==> config.mk <==
export PLATFORM = sky130hd
export DESIGN_NAME = frame_buffer_arbiter
export DESIGN_NICKNAME = d
export VERILOG_FILES = /design/src/rtl/frame_buffer_arbiter.sv
export SDC_FILE = /design/constraint.sdc
export NUM_CORES = 1
export LEC_CHECK = 0
export ABC_AREA = 1
export BUFFER_PORTS_ARGS = -buffer_cell sky130_fd_sc_hd__clkbuf_2
export CORE_ASPECT_RATIO = 1.25
export CORE_MARGIN = 1.5
export CORE_UTILIZATION = 50
export CTS_CLUSTER_SIZE = 24
export DETAILED_ROUTE_END_ITERATION = 12
export PLACE_DENSITY_LB_ADDON = 0.12
export RECOVER_POWER = 25
export SLEW_MARGIN = 20
export SYNTH_ARGS = -nofsm -noshare
export SYNTH_HDL_FRONTEND = slang
export SYNTH_SLANG_ARGS = --single-unit
==> constraint.sdc <==
create_clock -name clk -period 2.9 [get_ports clk]
set_input_delay 0.435 -clock clk [delete_from_list [all_inputs] [get_ports clk]]
set_output_delay 0.435 -clock clk [all_outputs]
set_load 0.01 [all_outputs]
==> src/rtl/frame_buffer_arbiter.sv <==
// Shares one single-port frame RAM between VGA scan-out and a processor port.
// VGA owns the RAM whenever the registered pixel is inside the image window.
module frame_buffer_arbiter #(
  parameter int DATA_W     = 32,
  parameter int ADDR_W     = 15,
  parameter int IMG_W      = 100,
  parameter int IMG_H      = 100,
  parameter int NUM_BANKS  = 2,
  parameter int X_OFF      = 0,
  parameter int Y_OFF      = 0,
  parameter int SCALE_LOG2 = 0,
  localparam int BANK_W    = (NUM_BANKS > 1) ? $clog2(NUM_BANKS) : 1
) (
  input  logic              clk,
  input  logic              rst,
  input  logic [9:0]        pix_x,
  input  logic [9:0]        pix_y,
  input  logic [BANK_W-1:0] bank_sel,
  output logic [DATA_W-1:0] pix_data,
  output logic              pix_valid,
  output logic              frame_start,
  output logic [BANK_W-1:0] disp_bank,
  input  logic              cpu_req,
  input  logic              cpu_we,
  input  logic [ADDR_W-1:0] cpu_addr,
  input  logic [DATA_W-1:0] cpu_wdata,
  output logic              cpu_ready,
  output logic [DATA_W-1:0] cpu_rdata,
  output logic              cpu_rvalid,
  output logic [ADDR_W-1:0] mem_addr,
  output logic [DATA_W-1:0] mem_wdata,
  output logic              mem_wren,
  input  logic [DATA_W-1:0] mem_rdata
);

  localparam int AW2        = ADDR_W + 2;
  localparam int WIN_W      = IMG_W << SCALE_LOG2;
  localparam int WIN_H      = IMG_H << SCALE_LOG2;
  localparam int BANK_WORDS = IMG_W * IMG_H;
  localparam int MEM_WORDS  = NUM_BANKS * BANK_WORDS;

  logic              in_win_p0;
  logic [AW2-1:0]    rel_x_p0, rel_y_p0;
  logic              cpu_in_range;

  logic              in_win_p1;
  logic [ADDR_W-1:0] vga_addr_p1;

  logic              vld_p2;
  logic              rd_vld_p2;
  logic              rd_oor_p2;

  logic [ADDR_W-1:0] mem_addr_q;
  logic [DATA_W-1:0] mem_wdata_q;

  // ---- stage 0: window test and address offsets from the raw VGA position
  always_comb begin
    in_win_p0 = (int'(pix_x) >= X_OFF) && (int'(pix_x) < X_OFF + WIN_W) &&
                (int'(pix_y) >= Y_OFF) && (int'(pix_y) < Y_OFF + WIN_H);
    rel_x_p0  = AW2'(pix_x) - AW2'(X_OFF);
    rel_y_p0  = AW2'(pix_y) - AW2'(Y_OFF);
  end

  assign cpu_in_range = AW2'(cpu_addr) < AW2'(MEM_WORDS);

  // ---- stage 1: registered window flag, address, frame start and bank
  always_ff @(posedge clk or negedge rst) begin
    if (!rst) begin
      in_win_p1   <= 1'b0;
      frame_start <= 1'b0;
      disp_bank   <= '0;
    end else begin
      in_win_p1   <= in_win_p0;
      frame_start <= (pix_x == 10'd0) && (pix_y == 10'd0);
      // The address sampled with (0,0) still uses the old bank.
      if ((pix_x == 10'd0) && (pix_y == 10'd0))
        disp_bank <= bank_sel;
    end
  end

  always_ff @(posedge clk) begin
    vga_addr_p1 <= ADDR_W'(AW2'(disp_bank) * AW2'(BANK_WORDS) +
                           (rel_y_p0 >> SCALE_LOG2) * AW2'(IMG_W) +
                           (rel_x_p0 >> SCALE_LOG2));
  end

  // Strict VGA priority; the processor only gets cycles outside the window.
  always_comb begin
    cpu_ready = 1'b0;
    mem_wren  = 1'b0;
    mem_addr  = mem_addr_q;
    mem_wdata = mem_wdata_q;
    if (in_win_p1) begin
      mem_addr = vga_addr_p1;
    end else if (rst && cpu_req) begin
      cpu_ready = 1'b1;
      mem_addr  = cpu_addr;
      mem_wren  = cpu_we && cpu_in_range;
      mem_wdata = cpu_wdata;
    end
  end

  // ---- stage 2: RAM access in flight, remember who owns the returning word
  always_ff @(posedge clk or negedge rst) begin
    if (!rst) begin
      mem_addr_q  <= '0;
      mem_wdata_q <= '0;
      vld_p2      <= 1'b0;
      rd_vld_p2   <= 1'b0;
      rd_oor_p2   <= 1'b0;
    end else begin
      mem_addr_q  <= mem_addr;
      mem_wdata_q <= mem_wdata;
      vld_p2      <= in_win_p1;
      rd_vld_p2   <= cpu_ready && !cpu_we;
      rd_oor_p2   <= !cpu_in_range;
    end
  end

  // ---- stage 3: RAM data routed to the display or the processor
  always_ff @(posedge clk or negedge rst) begin
    if (!rst) begin
      pix_valid  <= 1'b0;
      pix_data   <= '0;
      cpu_rvalid <= 1'b0;
      cpu_rdata  <= '0;
    end else begin
      pix_valid  <= vld_p2;
      pix_data   <= vld_p2 ? mem_rdata : '0;
      cpu_rvalid <= rd_vld_p2;
      cpu_rdata  <= (rd_vld_p2 && !rd_oor_p2) ? mem_rdata : '0;
    end
  end

endmodule
# After elaboration in Yosys (flattened, before gate mapping)
# Cells that the tools add are included.
dict set report op_classes {
  n_div 0
  bitwise_logic 0
  n_reduce_logical 11
  eq_ne 0
  multipliers 2
  add_sub_neg 2
  mux 10
  n_lt_le_gt_ge 3
  n_shift 0
}
# cell count
set op_table {}
lappend op_table {{two-way mux 32 bit} 4}
lappend op_table {{two-way mux 15 bit} 2}
lappend op_table {{logical NOT 10 bit} 2}
lappend op_table {{< comparator 10 x 7 -> 1 bit, second input constant} 2}
lappend op_table {{adder 15 x 10 -> 15 bit} 1}
lappend op_table {{adder 15 bit} 1}
lappend op_table {{< comparator 15 bit, second input constant} 1}
lappend op_table {{multiplier 10 x 5 -> 13 bit, second input constant} 1}
lappend op_table {{multiplier 1 x 10 -> 11 bit, second input constant} 1}
lappend op_table {{logical AND 1 bit} 6}
lappend op_table {{two-way mux 1 bit} 4}
lappend op_table {{logical NOT 1 bit} 3}
dict set report totals {
  word_cells 41
  regBits 134
  romBits 0
  latch_bits 0
  inputBits 104
  ramBits 0
  n_memories 0
}

# Longest topological paths before layout
# Gate-level depths: netlist of run 1.
dict set report logic_depth {
  word_depth 4
  ltp_mapped 22
}

# Worst setup path before layout of run 1
# Ideal clock, no wire load.
dict set report synth_path {
  kind {input -> register}
  from {input pix_y[2]}
  to {register vga_addr_p1[14]}
  required_ns 2.788
  arrival_ns 3.624
  path_buffers 0
  setup_ns 0.112
  setup_slack_ns -0.836
  stages 18
  cell_sequence {inv_1 -> ha_1 -> ha_1 -> fa_1 -> ha_1 -> a21oi_1 -> nand2_1 -> xor2_1 -> fa_1 -> ha_1 -> nand2_1 -> nand2_1 -> a21oi_1 -> nand3_2 -> inv_2 -> nor2_2 -> nand2_1 -> nand2_1}
}
dict set report synth_via {
  elab_chain_cells 3
}
# item line
set synth_rtl {}
lappend synth_rtl {{from (decl)} 17} ;# input logic [9:0] pix_y,
lappend synth_rtl {{multiplier 10 x 5 -> 13 bit} 83} ;# (rel_y_p0 >> SCALE_LOG2) * AW2'(IMG_W) +
lappend synth_rtl {{adder 15 bit} 82} ;# vga_addr_p1 <= ADDR_W'(AW2'(disp_bank) * AW2'(BANK_WORDS) +
lappend synth_rtl {{adder 15 x 10 -> 15 bit} 83}
lappend synth_rtl {{to (signal assigned)} 82}
lappend synth_rtl {{to (decl)} 47} ;# logic [ADDR_W-1:0] vga_addr_p1;
# No other way between the ends.
# A chain may end at the register's enable or synchronous reset.

# Worst setup path in the final report of run 1
# Ends and elaborated chain as after synthesis.

==> results.md, run 1 <==
- Vias per inst: between 4 and 5
- Share of the synthesized area in the top cell type: around 47%
- Skew final: ~0.0061 ns
- CTS tree: yes
- Minimum clock period: ~3.3 ns
- Gr usage total: around a quarter
- Core area: 0.0122 mm²
- Hold_sp: pix_x[0]
- First-pass GRT wire length: 26300 µm
- Ports: between 200 and 250
- Cell Area, Placed: 0.00803 mm²
- Critical path origin: pix_y[2]
- Syn Inst Count: between 700 and 800
- Worst slew pin tran: about 1.4 ns
- Vias: 5524
- 1st-pass router iterations: 5
- Largest net degree at the start of global routing: 64
- Ant diodes: 0
- Synthesized area per cell: around 8.9 µm²
- Mapped Nets: slightly below 900
- Buffer depth of the longest clock path: 2
- DRC: 0
- Ys Warns: 0
- Seq/Total Area, Yosys: about 52%
- Port Buffers: 220
- Sink Count: 134
- # setup viols final: 7
- CP Data Required Time: 3.20 ns
- Starting density of the core: 51.8%
- Vias in the first global route: around 5800
- Number of CTS-inserted buffers: 17
- CTS Hold Bufs: 0
- Hold slack: around 0.15 ns
- Fin area: about 0.009 mm²
- Initial antenna violation count: 0
- Final worst-path setup slack: -0.398 ns
- Mapped Area: roughly 0.0063 mm²
- Clk_lat worst skew: around 0.41 ns
- Fillers: around 900
- Pwr Density: between 700 and 800 mW/mm²
- Crit path max fanout: 4
- Rel. slew slack: between 7 and 8%
- Count leader, synth: nand2_1
- Final-report hold violation count: 0
- Global route overflow: 0
- Row count: 45
- Cell taking the most area after synthesis: dfrtp_1
- RSZ-0062 raised after global routing: true
- Crit. End Element: register
- Finished Core Util: between 70% and 80%
- Detailed Route Iter0 Violations: 220
- Nature of the critical path startpoint: input port
- Number of max-cap violations: 0
- Violated checks: setup timing
- Synth Flop Type: dfrtp_1
- Period Utilization, post-route: 114%
- IR drop worst, VDD: about 370 µV
- Async set-or-reset flop fraction in the synthesized netlist: 88.8%
- Die Wd: 104 µm
- Synth area leaders: dfrtp_1 47%, nand2_1 13%, ha_1 10%
- Outcome: finished with violations
- Leakage power: about 5.4 nW
- HP Class: in2reg
- Reg-to-reg startpoint: disp_bank
- GP Congestion: between 0.8 and 0.9
- H-tree depth: 4
- Hpwl dp: approximately 12000 µm
- Post-Route WL: 15900 µm
- Die area: around 0.013 mm²
- ANT nets after route: 0
- Number of synthesized flops with an enable pin: 0
- Placement Setup Slack: -1.01 ns
- Fmax: roughly 0.30 GHz
- Synthesis-stage register bit count: between 100 and 150
- Final Max Slew Viols: 0
- Syn-to-layout area delta: 41.9%
- Root cell of the clock tree: clkbuf_16
- Layout cells sized above 1: a little over a third
- WS Path Type: in2reg
- Number of distinct library cells after synthesis: 27
- Reg clk slew, reported paths: 0.06 ns
- WL per Instance: between 10 and 15 µm
- Crit path DAT: 3.60 ns
- Most instantiated cells after synthesis: 211 x nand2_1, 130 x inv_1, 119 x dfrtp_1
- Final #Nets: around 1200
- Die Ht: roughly 130 µm
layer usage:
layer	share of wire, %	track usage, %	wire (µm)	vias up
met5	0	0	0	-
met2	56	49.0	8880	178
li1	-	-	-	2703
met1	38	26.7	6000	2609
met3	3.9	4.20	623	34
met4	2.7	10.6	436	0
power breakdown:
group	switching [mW]	total (mW)	internal (mW)
logic	1.03	1.96	0.927
registers	0.0491	2.10	2.05
clock network	0.800	2.24	1.44
worst max-delay path: stages:
cell,delay (ns)
clkbuf_16,0.13
inv_12,0.03
ha_4,0.26
ha_4,0.19
fa_1,0.58
ha_4,0.22
a21oi_2,0.13
nand2_2,0.08
xor2_2,0.15
fa_2,0.55
ha_4,0.22
nand2_2,0.07
nand2_2,0.07
a21oi_2,0.19
nand3_4,0.11
inv_2,0.06
nor2_2,0.03
nand2_1,0.05
nand2_1,0.05
per-stage QoR:
| stage | setup TNS [ns] | std cells | power, mW |
|---|---|---|---|
| after floorplan | -2.94 | 714 | 3.18 |
| after global placement | -5.77 | 1124 | 3.77 |
| after detailed placement | -6.11 | 1124 | 3.81 |
| after CTS | -1.78 | 1168 | 6.23 |
| after global routing | -2.88 | 1169 | 6.67 |
| final | -2.08 | 1169 | 6.30 |
cell usage in the layout (no fill, tap or decap), types with 5 or more instances in the layout:
master     netlist  final
dfxtp_1         15     15
nor2_1          59     58
nand4_1          5      5
inv_2            4      5
nand2_2          7     14
nand3_1         12     10
clkbuf_2         0    214
nand2_1        211    201
buf_4            0     54
dfrtp_1        119    119
xor2_1          10      7
inv_1          130    127
o21ai_0         20     20
ha_1            52     37
a21oi_1         12      8
nand3_2          5      6
ha_4             0     15
fa_1             9      7
a31oi_1          7      7
clkbuf_16        0     19
logic make-up (layout without fill, tap and decap cells):
kind of cell	count (synthesis)	in the layout	synth area share (%)
AOI/OAI and AO/OA	43	43	3.70
DFF	134	134	51.8
adders and majority gates	61	61	13.1
and+or+nand+nor	312	312	20.4
xor gates and xnor gates	13	13	1.80
buffers and inverters	151	442	9.12
registers in the layout, summed over array words and instances, names as in the netlist:
signal       count
disp_bank        1
vga_addr_p1     15
pix_valid        1
mem_wdata_q     32
cpu_rdata       32
frame_start      1
mem_addr_q      15
in_win_p1        1
rd_vld_p2        1
vld_p2           1
pix_data        32
cpu_rvalid       1
rd_oor_p2        1
area by class of cell:
class,count,area [µm²],share of cell area [%]
flip-flops and latches,134,3280,36.5
multi-input cells,429,2770,30.9
repair buffers,277,1580,17.6
inverters,134,523,5.82
clock buffers,17,425,4.74
well taps,164,205,2.28
clock inverters,14,199,2.22
timing repair:
item,4_1_cts,5_1_grt
setup buffers,13,1
resized for setup,27,13
endpoints found under the setup margin,7,7
pin swaps,21,15
final timing paths:
kind	slack, ns	cells past startpoint	endpoint
setup reg to reg	0.59	11	vga_addr_p1[14]
hold / removal	0.15	1	vga_addr_p1[0]
max in group asynchronous	0.87	3	pix_data[5]
hold reg to reg	0.41	0	cpu_rvalid
setup / recovery	-0.40	19	vga_addr_p1[14]
min in group asynchronous	0.56	2	cpu_rdata[16]
Power figures use the tool's default switching activity.
==> run 2: changes to the inputs <==
- CORE_MARGIN: 1.5 -> not set
- PLACE_DENSITY: not set -> 0.79
- PLACE_DENSITY_LB_ADDON: 0.12 -> not set
==> run 2 against run 1 <==
Net effect:
- the flow still finishes with violations (setup timing)
- sequential share of layout area decreased by 0.096 points
- flip-flop and latch count stayed put
- non-clock buffer count decreased by 8
- cell area grew 0.26%
- clock skew down 0.0011 ns
- via count is 0.22% higher
- critical path depth shrank 1
- die area down 1.7%
- global-route usage is 2.7 points higher
- clock power up 8%
- hold slack gained 0.013 ns
- maximum frequency shrank 0.57%
- largest power group unchanged
==> results.md, run 2 (same netlist as run 1, synthesis figures left out) <==
- Largest net degree at the start of global routing: 66
- DRC: 0
- First-pass GRT wire length: ~27000 µm
- R2R setup slack: 0.54 ns
- Hold_sp: pix_x[1]
- Sequential share of power: between 30% and 40%
- Reg-to-reg startpoint: disp_bank
- ANT nets after route: 0
- IR drop worst, VDD: about 520 µV
- Vias: 5536
- Combinational power share: 29.6%
- Outcome: finished with violations
- Starting density of the core: 51.8%
- Period Utilization, post-route: 114%
- Rel. slew slack: 13.3%
- Die Ht: 128 µm
- WS Path Type: in2reg
- Hpwl dp: 12800 µm
- Most frequent cells in the layout: 213 x clkbuf_2, 202 x nand2_1, 125 x inv_1
- Port Buffers: 220
- Global route overflow: 0
- 1st-pass router iterations: 4
- Die area: 0.0131 mm²
- Final #Nets: between 1000 and 1500
- Row count: 45
- Reg-to-reg endpoint: vga_addr_p1[9]
- Core area: roughly 0.012 mm²
- Root cell of the clock tree: clkbuf_16
- Reg clk slew, reported paths: approximately 0.060 ns
- P_int: ~4.6 mW
- Final worst-path setup slack: -0.417 ns
- Switching portion of total power: 28.8%
- Fmax: 0.301 GHz
- Number of max-cap violations: 0
- # setup viols final: 7
- Skew final: around 0.0050 ns
- Violated checks: setup timing
- Hold slack: about 0.16 ns
- Sink Count: about 130
- Post-Route WL: roughly 18000 µm
- Hold Path Sink: vga_addr_p1[1]
- Biggest regs: cpu_rdata (32), mem_wdata_q (32), pix_data (32)
- Layout cells sized above 1: 36.3%
- Most common cell after layout, fill and taps aside: clkbuf_2
- Ant diodes: 0
- CTS Hold Bufs: 0
- Detailed Route Iter0 Violations: around 210
- Number of CTS-inserted buffers: 17
- Placement Setup Slack: -0.973 ns
- Ports: roughly 220
- GP Congestion: around 0.83
- Clk_lat worst skew: 0.41 ns
- Hold depth: 1
- Syn-to-layout area delta: 42.3%
- Leakage power: about 5.4 nW
- Worst slew pin tran: 1.30 ns
- Crit path DAT: about 3.6 ns
- Crit. End Element: register
- H-tree depth: 4
- Final-report hold violation count: 0
- Net Sw Power: approximately 1.9 mW
- Minimum clock period: about 3.3 ns
- Clock share of power: roughly 38%
- Crit path max fanout: 4
- Die Wd: 103 µm
- Pwr Density: between 700 and 800 mW/mm²
- Nature of the critical path startpoint: input port
- CTS tree: yes
- Final Max Slew Viols: 0
- Worst R2R Path Depth: 7
- Buffer depth of the longest clock path: 2
- WL per Instance: approximately 15 µm
- RSZ-0062 raised after global routing: true
- Initial antenna violation count: 0
- Vias in the first global route: roughly 5600
- Vias per inst: approximately 4.8
- Gr usage total: between 20% and 30%
- CP Data Required Time: between 3 and 4 ns
- HP Class: in2reg
[run 2: power by group through the flow]
stage                     clock [mW]  combinational, mW  sequential [mW]
after floorplan                    0               1.06             2.13
after global placement             0               1.64             2.13
after detailed placement           0               1.68             2.13
after CTS                       2.46               1.77             2.10
after global routing            2.54               2.12             2.12
final                           2.43               1.91             2.10
[run 2: what timing repair did]
| item | 4_1_cts | 5_1_grt |
|---|---|---|
| gates resized for setup | 25 | 22 |
| buffers inserted | 0 | 3 |
| gates cloned | 0 | 0 |
| setup endpoints to repair | 7 | 7 |
| pin swaps | 27 | 19 |
[run 2: critical path: stages]
cell and delay (ns):
clkbuf_16 0.13, inv_12 0.03, ha_4 0.23, ha_4 0.24, fa_1 0.58, ha_4 0.22
buf_6 0.13, xor2_2 0.14, fa_1 0.49, inv_2 0.04, ha_4 0.24, nand2_4 0.09
inv_1 0.06, nand2_2 0.08, nand3_4 0.08, buf_6 0.12, buf_4 0.12, xor2_1 0.14
[run 2: cell type report]
class / instances / area (µm²)
tap: 164 / 205
fill: 860 / 3210
sequential: 134 / 3280
timing repair buffer: 269 / 1510
multi-input combinational: 429 / 2810
clock buffer: 20 / 457
clock inverter: 12 / 224
inverter: 134 / 520
[run 2: metal layers]
metal	wire length [µm]	track usage [%]	vias to the layer above	part of all wire, %
li1	-	-	2692	-
met1	6240	27.3	2562	35
met2	9240	50.2	213	52
met3	1330	8.02	69	7.5
met4	994	17.5	0	5.6
met5	0	0	-	0
[run 2: how the worst max path moves through the flow]
stage / cells past startpoint / to / start
after floorplan: 17 / vga_addr_p1[14] / pix_y[2]
after global placement: 18 / vga_addr_p1[14] / pix_y[2]
after detailed placement: 18 / vga_addr_p1[14] / pix_y[2]
after CTS: 20 / vga_addr_p1[11] / pix_y[2]
after global routing: 20 / vga_addr_p1[13] / pix_y[2]
final: 18 / vga_addr_p1[9] / pix_y[2]
[run 2: through the flow]
stage / power (mW) / util (%) / instance area, µm² / cells / TNS, ns
2_1_floorplan: 3.18 / - / 6470 / 714 / -2.94
3_3_place_gp: 3.77 / 65.9 / 8050 / 1127 / -5.56
3_5_place_dp: 3.82 / 65.9 / 8050 / 1127 / -5.90
4_1_cts: 6.33 / 72.8 / 8890 / 1159 / -1.70
5_1_grt: 6.78 / 73.7 / 9000 / 1162 / -2.88
6_report: 6.45 / 73.7 / 9000 / 1162 / -2.16
